**src/rtl/ripple_capture_pkg.sv**
```systemverilog
`default_nettype none
// ============================================================================
// Module      : ripple_capture_pkg
// Description : Shared types and helpers for the ripple counter capture block.
//               - rcc_state_e : capture FSM encoding
//               - sat_add     : saturating add clamped to a w-bit maximum
//               - sat_ovf     : reports whether that add had to clamp
// Revision    : 1.0 - initial release
// ============================================================================
package ripple_capture_pkg;

    // Helper arithmetic is carried out at this width; operands wider than
    // SAT_ARG_W bits are not supported.
    localparam int SAT_ARG_W = 32;

    typedef enum logic [1:0] {
        S_BASE = 2'd0,
        S_RUN  = 2'd1,
        S_OUT  = 2'd2
    } rcc_state_e;

    // a + b, clamped to 2^w - 1.
    function automatic logic [SAT_ARG_W-1:0] sat_add(
        input logic [SAT_ARG_W-1:0] a,
        input logic [SAT_ARG_W-1:0] b,
        input int unsigned          w
    );
        logic [SAT_ARG_W:0] sum;
        logic [SAT_ARG_W:0] max;
        sum = {1'b0, a} + {1'b0, b};
        max = ({{SAT_ARG_W{1'b0}}, 1'b1} << w) - {{SAT_ARG_W{1'b0}}, 1'b1};
        if (sum > max) begin
            return max[SAT_ARG_W-1:0];
        end
        return sum[SAT_ARG_W-1:0];
    endfunction

    // True when a + b exceeds 2^w - 1, i.e. sat_add had to clamp.
    function automatic logic sat_ovf(
        input logic [SAT_ARG_W-1:0] a,
        input logic [SAT_ARG_W-1:0] b,
        input int unsigned          w
    );
        logic [SAT_ARG_W:0] sum;
        logic [SAT_ARG_W:0] max;
        sum = {1'b0, a} + {1'b0, b};
        max = ({{SAT_ARG_W{1'b0}}, 1'b1} << w) - {{SAT_ARG_W{1'b0}}, 1'b1};
        return (sum > max);
    endfunction

endpackage : ripple_capture_pkg
`default_nettype wire

```
**src/rtl/ripple_sync_filter.sv**
```systemverilog
`default_nettype none
// ============================================================================
// Module      : ripple_sync_filter
// Description : Brings the asynchronous ripple counter bus into the clk domain
//               through a SYNC_STAGES-deep flop chain, then waits for the
//               synchronized value to hold for STABLE_CYCLES cycles before
//               accepting it. Multi-bit ripple skew shows up as short-lived
//               intermediate values, which never reach the hold threshold.
// Ports       : clk          - system clock
//               reset        - asynchronous, active-low reset
//               cnt_async    - ripple counter q bus (asynchronous)
//               force_accept - accept a settled value even if unchanged
//               acc          - one-cycle accept pulse
//               acc_value    - the settled value (valid with acc)
//               last_acc     - value of the previous accept
// Revision    : 1.0 - initial release
// ============================================================================
module ripple_sync_filter #(
    parameter int CNT_W         = 4,
    parameter int SYNC_STAGES   = 2,
    parameter int STABLE_CYCLES = 2
) (
    input  logic             clk,
    input  logic             reset,
    input  logic [CNT_W-1:0] cnt_async,
    input  logic             force_accept,
    output logic             acc,
    output logic [CNT_W-1:0] acc_value,
    output logic [CNT_W-1:0] last_acc
);

    localparam int SCW = $clog2(STABLE_CYCLES + 1);
    localparam logic [SCW-1:0] STABLE_MAX = SCW'(STABLE_CYCLES);

    logic [CNT_W-1:0]       sync_q [SYNC_STAGES];
    // Marks which chain stages hold a real sample; reset contents are not
    // trusted as a settled value.
    logic [SYNC_STAGES-1:0] vld_q;
    logic [SCW-1:0]         stable_cnt_q;
    logic [SCW-1:0]         stable_cnt_d;
    logic [CNT_W-1:0]       last_acc_q;

    logic [CNT_W-1:0]       w_synced;
    logic [CNT_W-1:0]       w_next;
    logic                   w_synced_vld;
    logic                   w_next_vld;

    assign w_synced     = sync_q[SYNC_STAGES-1];
    assign w_next       = sync_q[SYNC_STAGES-2];
    assign w_synced_vld = vld_q[SYNC_STAGES-1];
    assign w_next_vld   = vld_q[SYNC_STAGES-2];

    always_ff @(posedge clk or negedge reset) begin
        if (!reset) begin
            for (int i = 0; i < SYNC_STAGES; i++) begin
                sync_q[i] <= '0;
            end
            vld_q <= '0;
        end else begin
            sync_q[0] <= cnt_async;
            for (int i = 1; i < SYNC_STAGES; i++) begin
                sync_q[i] <= sync_q[i-1];
            end
            vld_q <= {vld_q[SYNC_STAGES-2:0], 1'b1};
        end
    end

    // stable_cnt_q is the number of consecutive cycles the current synced
    // value has been present (1 on its first cycle), saturating at the
    // threshold. It is computed one stage early so acceptance needs no
    // extra pipeline flop.
    always_comb begin
        stable_cnt_d = stable_cnt_q;
        if (!w_next_vld) begin
            stable_cnt_d = '0;
        end else if (w_synced_vld && (w_next == w_synced)) begin
            if (stable_cnt_q != STABLE_MAX) begin
                stable_cnt_d = stable_cnt_q + SCW'(1);
            end
        end else begin
            stable_cnt_d = SCW'(1);
        end
    end

    assign acc = (stable_cnt_q == STABLE_MAX) &&
                 (force_accept || (w_synced != last_acc_q));

    always_ff @(posedge clk or negedge reset) begin
        if (!reset) begin
            stable_cnt_q <= '0;
            last_acc_q   <= '0;
        end else begin
            stable_cnt_q <= stable_cnt_d;
            if (acc) begin
                last_acc_q <= w_synced;
            end
        end
    end

    assign acc_value = w_synced;
    assign last_acc  = last_acc_q;

endmodule : ripple_sync_filter
`default_nettype wire

```
**src/rtl/ripple_count_capture.sv**
```systemverilog
`default_nettype none
// ============================================================================
// Module      : ripple_count_capture
// Description : Consumer of a ripple carry counter. Each settled count change
//               becomes a modulo delta offered on a valid/ready port, and a
//               saturating running total of events is kept.
//               Optional feature macro RIPPLE_CAPTURE_ALIAS_WARN_EN adds the
//               alias_warn output (pulse when a delta is >= half the counter
//               range, i.e. the counter may have wrapped unseen).
// Ports       : clk         - system clock
//               reset       - asynchronous, active-low reset
//               cnt_async   - ripple counter q bus (asynchronous)
//               clear       - synchronous clear / re-baseline
//               baselined   - first settled value captured
//               delta_valid - delta available
//               delta_ready - consumer accepts delta
//               delta       - events since previous handshaken delta
//               total       - saturating event total
//               total_sat   - sticky saturation flag
//               alias_warn  - (optional) possible-aliasing pulse
// Revision    : 1.0 - initial release
// ============================================================================
module ripple_count_capture
    import ripple_capture_pkg::*;
#(
    parameter int CNT_W         = 4,
    parameter int SYNC_STAGES   = 2,
    parameter int STABLE_CYCLES = 2,
    parameter int ACC_W         = 16
) (
    input  logic             clk,
    input  logic             reset,
    input  logic [CNT_W-1:0] cnt_async,
    input  logic             clear,
    output logic             baselined,
    output logic             delta_valid,
    input  logic             delta_ready,
    output logic [ACC_W-1:0] delta,
    output logic [ACC_W-1:0] total,
    output logic             total_sat
`ifdef RIPPLE_CAPTURE_ALIAS_WARN_EN
    ,
    output logic             alias_warn
`endif
);

    rcc_state_e       state_q, state_d;
    logic             baselined_q, baselined_d;
    logic [ACC_W-1:0] delta_q, delta_d;
    logic [ACC_W-1:0] pend_q, pend_d;
    logic [ACC_W-1:0] total_q, total_d;
    logic             total_sat_q, total_sat_d;

    logic             w_acc;
    logic [CNT_W-1:0] w_acc_value;
    logic [CNT_W-1:0] w_last_acc;
    logic [CNT_W-1:0] w_dcnt;
    logic [ACC_W-1:0] w_d;
    logic [ACC_W-1:0] w_d_acc;

    ripple_sync_filter #(
        .CNT_W         (CNT_W),
        .SYNC_STAGES   (SYNC_STAGES),
        .STABLE_CYCLES (STABLE_CYCLES)
    ) u_filter (
        .clk          (clk),
        .reset        (reset),
        .cnt_async    (cnt_async),
        .force_accept (state_q == S_BASE),
        .acc          (w_acc),
        .acc_value    (w_acc_value),
        .last_acc     (w_last_acc)
    );

    // Modulo difference in counter width; wraps naturally.
    assign w_dcnt  = w_acc_value - w_last_acc;
    assign w_d     = ACC_W'(w_dcnt);
    assign w_d_acc = w_acc ? w_d : '0;

    always_comb begin
        state_d     = state_q;
        baselined_d = baselined_q;
        delta_d     = delta_q;
        pend_d      = pend_q;
        total_d     = total_q;
        total_sat_d = total_sat_q;

        if (clear) begin
            state_d     = S_BASE;
            baselined_d = 1'b0;
            delta_d     = '0;
            pend_d      = '0;
            total_d     = '0;
            total_sat_d = 1'b0;
        end else begin
            // The total tracks accepts directly, independent of the consumer.
            if (w_acc && (state_q != S_BASE)) begin
                total_d = ACC_W'(sat_add(SAT_ARG_W'(total_q), SAT_ARG_W'(w_d), ACC_W));
                if (sat_ovf(SAT_ARG_W'(total_q), SAT_ARG_W'(w_d), ACC_W)) begin
                    total_sat_d = 1'b1;
                end
            end

            case (state_q)
                S_BASE: begin
                    if (w_acc) begin
                        baselined_d = 1'b1;
                        state_d     = S_RUN;
                    end
                end
                S_RUN: begin
                    if (w_acc) begin
                        delta_d = w_d;
                        state_d = S_OUT;
                    end
                end
                S_OUT: begin
                    if (delta_ready) begin
                        // Events that arrived while stalled, plus any accept
                        // landing on the handshake cycle, form the next delta.
                        if ((pend_q != '0) || w_acc) begin
                            delta_d = ACC_W'(sat_add(SAT_ARG_W'(pend_q), SAT_ARG_W'(w_d_acc), ACC_W));
                            pend_d  = '0;
                        end else begin
                            state_d = S_RUN;
                        end
                    end else if (w_acc) begin
                        pend_d = ACC_W'(sat_add(SAT_ARG_W'(pend_q), SAT_ARG_W'(w_d), ACC_W));
                    end
                end
                default: begin
                    state_d = S_BASE;
                end
            endcase
        end
    end

    always_ff @(posedge clk or negedge reset) begin
        if (!reset) begin
            state_q     <= S_BASE;
            baselined_q <= 1'b0;
            delta_q     <= '0;
            pend_q      <= '0;
            total_q     <= '0;
            total_sat_q <= 1'b0;
        end else begin
            state_q     <= state_d;
            baselined_q <= baselined_d;
            delta_q     <= delta_d;
            pend_q      <= pend_d;
            total_q     <= total_d;
            total_sat_q <= total_sat_d;
        end
    end

    assign baselined   = baselined_q;
    assign delta_valid = (state_q == S_OUT);
    assign delta       = delta_q;
    assign total       = total_q;
    assign total_sat   = total_sat_q;

`ifdef RIPPLE_CAPTURE_ALIAS_WARN_EN
    logic alias_warn_q;

    // A delta in the upper half of the counter range may be a wrap of a
    // larger count that the capture cannot distinguish.
    always_ff @(posedge clk or negedge reset) begin
        if (!reset) begin
            alias_warn_q <= 1'b0;
        end else begin
            alias_warn_q <= !clear && w_acc && (state_q != S_BASE) && w_dcnt[CNT_W-1];
        end
    end

    assign alias_warn = alias_warn_q;
`endif

endmodule : ripple_count_capture
`default_nettype wire
```
**config.mk**
```make
export PLATFORM = sky130hd
export DESIGN_NAME = ripple_count_capture
export DESIGN_NICKNAME = d
export VERILOG_FILES = /design/src/rtl/ripple_capture_pkg.sv /design/src/rtl/ripple_sync_filter.sv /design/src/rtl/ripple_count_capture.sv
export SDC_FILE = /design/constraint.sdc
export NUM_CORES = 1
export LEC_CHECK = 0
export CELL_PAD_IN_SITES_DETAIL_PLACEMENT = 1
export CELL_PAD_IN_SITES_GLOBAL_PLACEMENT = 2
export CORE_MARGIN = 4
export CORE_UTILIZATION = 38
export DETAILED_ROUTE_END_ITERATION = 8
export MAX_ROUTING_LAYER = met4
export PLACE_DENSITY_LB_ADDON = 0.2
export SYNTH_ARGS = -nofsm -noshare
export SYNTH_HDL_FRONTEND = slang
export SYNTH_SLANG_ARGS = --single-unit
```
**constraint.sdc**
```tcl
create_clock -name clk -period 5.59 [get_ports clk]
set_clock_uncertainty 0.2 [all_clocks]
set_input_delay 1.3975 -clock clk [delete_from_list [all_inputs] [get_ports clk]]
set_output_delay 1.3975 -clock clk [all_outputs]
set_load 0.1 [all_outputs]
```
==> out/results.ini <==
[die]
initial_core_util_pct=39.3
ios=43
die_area_mm2=0.0125
die_w_um=112
die_y_um=112
core-area_mm2=0.0104
rows=37

[worst_setup_path]
start_kind=flip-flop
crit_required_ns=3.99
end_kind=output port
path_max_fanout=11
critical_path_arrival_ns=2.55
critPathKind=flip-flop to output port

[clock_tree]
cts_buffers=9
cts_tree=done
cts_buffer_depth=2
cts_hold_buf=0
htreeDepth=3
cts_resized=0
clkSlewWorstSetupHoldPaths_ns=0.08
clock_latency_ns=0.35
post_cts_buffers=0
ctsRootBufferMaster=clkbuf_8
clock_sinks=68

[synth]
synthCells=450
synthArstFlopShare_pct=100
synth_seq_cells=68
yosysWarnings=0
synth_cell_types=62
syn_nets=478
synth_edf_count=0
synth_ff_type=dfrtp_1
synth.avg_cell_area_um2=9.09
ys_seq_area_share_pct=41.6
netlist_area_mm2=0.00409

[place]
finalWeightedCongestion=0.846
portBuffers=42
place_hpwl_um=8570

[final_layout]
drive_gt1_share_pct=6.94
nFillCells=1197
layout.nets=513
areaGrowthSynthToFinish_pct=18.1
antennaDiodeCount=0

[route]
drtAntennaViolNets=0
wl_per_cell_um=18.2
via_count=3524
drc=0
via_per_inst=5.63
drt_pass1_iterations=4
routed_wl_um=11400
drt-initial-drc-count=203

[sta]
relSlewSlack_pct=25.6
period_share_pct=74.3
period_needed_ns=4.15
worst_slew_pin_slew_ns=1.12
hold_slack_ns=0.185
fmax_mhz=241
slew_viol_final=0
rsz0062_at_grt=no
tns_ns=0
setup_viol=0
hold_viol_final=0

[worst_hold_path]
min_path_type=flip-flop to flip-flop

[global_route]
grt_first_pass_wirelength_um=19200
grt_use_total_pct=19.6
antenna_found_initial=0
grt_max_degree=47
grt_pass1_vias=3630
overflow=0

[power]
pwr-share-clk_pct=41.0
combPwrFrac_pct=13.6
p_int_uw=807
ir_worst_vdd_v=0.000126
leakagePower_nw=2.02
seqPwrFrac_pct=45.3
swShare_pct=28.2
power_density_mw_per_mm2=233
switchingPower_uw=317

[job]
drv_cap=0

[status]
status=finished, final reports clean

cell families after synthesis:
logic type | count (synthesis) | share of synthesized area [%]
adder cells (fa/ha/maj) | 20 | 6.85
XOR/XNOR | 19 | 4.25
flip-flops | 68 | 41.6
AND/OR/NAND/NOR | 139 | 17.0
multiplexers | 7 | 1.77
AO/OA/AOI/OAI | 147 | 23.5
other | 1 | 0.0917
buffers and inverters | 49 | 4.87
worst max-delay path, cell delays in order (launching register included):
cell and delay, ns:
dfrtp_1 0.41, nand2b_1 0.25, inv_1 0.33, clkdlybuf4s50_1 1.21
final timing paths:
kind,from,to,slack (ns),depth (start not counted)
setup / recovery,state_q[0],delta_valid,1.44,3
hold / removal,u_filter.w_next[1],u_filter.acc_value[1],0.18,0
setup reg to reg,u_filter.acc_value[2],delta[9],1.72,12
hold reg to reg,u_filter.w_next[1],u_filter.acc_value[1],0.18,0
max in group asynchronous,reset,pend_q[0],3.37,2
min in group asynchronous,reset,total[11],0.81,1
synth_stat cells, drive strengths merged, types with 6 or more instances:
library cell  number  share of area [%]
nor2              29                2.7
xnor2             14                3.0
nand3             10                1.2
a31oi             10                1.5
dfrtp             68                 42
nor4               7                1.1
nand4              6               0.92
a21o              12                2.2
a211oi             7                1.5
clkbuf             8               0.73
a21oi             24                2.9
o21ai             57                7.0
ha                16                4.9
nand2             39                3.6
nor2b              6               0.92
buf               13                1.6
inv               27                2.5
nor3              13                1.6
layout make-up:
class                   count  area (µm²)  share of cell area (%)
clock buffers               9         124                    2.57
clock inverters             7         100                    2.07
inverters                  28         105                    2.18
multi-input cells         333        2190                    45.3
flip-flops and latches     68        1700                    35.3
well taps                 136         170                    3.53
repair buffers             45         438                    9.07
sequential cells by signal, indices dropped and copies added, names as in the netlist:
name,count
u_filter.acc_value,4
total_sat,1
total,16
state_q,2
baselined,1
u_filter.vld_q,2
pend_q,16
u_filter.w_next,4
delta,16
u_filter.last_acc,4
u_filter.stable_cnt_q,2
metal layers:
| layer | part of all wire, % | global-route usage [%] | vias to the layer above | wire length (µm) |
|---|---|---|---|---|
| met5 | 0 | - | - | 0 |
| met4 | 0.69 | 4.06 | 0 | 78 |
| met3 | 4.9 | 3.75 | 11 | 552 |
| met2 | 44 | 28.9 | 74 | 5030 |
| met1 | 50 | 28.1 | 1732 | 5710 |
| li1 | - | - | 1707 | - |
cell usage in the layout, fill, tap and decap left out, types with 3 or more instances in the layout:
| cell | count |
|---|---|
| a211o_1 | 4 |
| a211oi_1 | 5 |
| a21o_1 | 12 |
| a21oi_1 | 24 |
| a31o_2 | 3 |
| a31oi_1 | 10 |
| a32o_1 | 3 |
| and2_1 | 3 |
| and3_1 | 4 |
| and4_1 | 5 |
| buf_4 | 3 |
| clkbuf_8 | 9 |
| clkdlybuf4s50_1 | 41 |
| clkinv_4 | 3 |
| dfrtp_1 | 68 |
| fa_1 | 4 |
| ha_1 | 16 |
| inv_1 | 27 |
| mux2i_1 | 5 |
| nand2_1 | 39 |
| nand2b_1 | 4 |
| nand3_1 | 10 |
| nand4_1 | 6 |
| nor2_1 | 29 |
| nor2b_1 | 6 |
| nor3_1 | 13 |
| nor4_1 | 7 |
| o21a_1 | 3 |
| o21ai_0 | 49 |
| o21ai_1 | 8 |
| o31ai_1 | 3 |
| or3_1 | 4 |
| xnor2_1 | 14 |
| xor2_1 | 4 |
stage by stage:
step / instances / area, µm² / utilization (%) / worst slack [ns] / power [mW]
floorplan: 450 / 4090 / - / 2.21 / 0.623
global placement: 610 / 4600 / 44.2 / 1.73 / 0.670
detailed placement: 610 / 4600 / 44.2 / 1.69 / 0.673
CTS: 626 / 4830 / 46.3 / 1.43 / 1.14
global route: 626 / 4830 / 46.3 / 1.35 / 1.19
finish: 626 / 4830 / 46.3 / 1.44 / 1.12
power by group through the flow:
stage	Sequential, mW	Combinational [mW]	Clock [mW]
final	0.510	0.153	0.461
after global routing	0.512	0.172	0.504
after global placement	0.519	0.152	0
after CTS	0.510	0.155	0.476
after floorplan	0.540	0.0831	0
after detailed placement	0.520	0.154	0
Power figures use the tool's default switching activity.
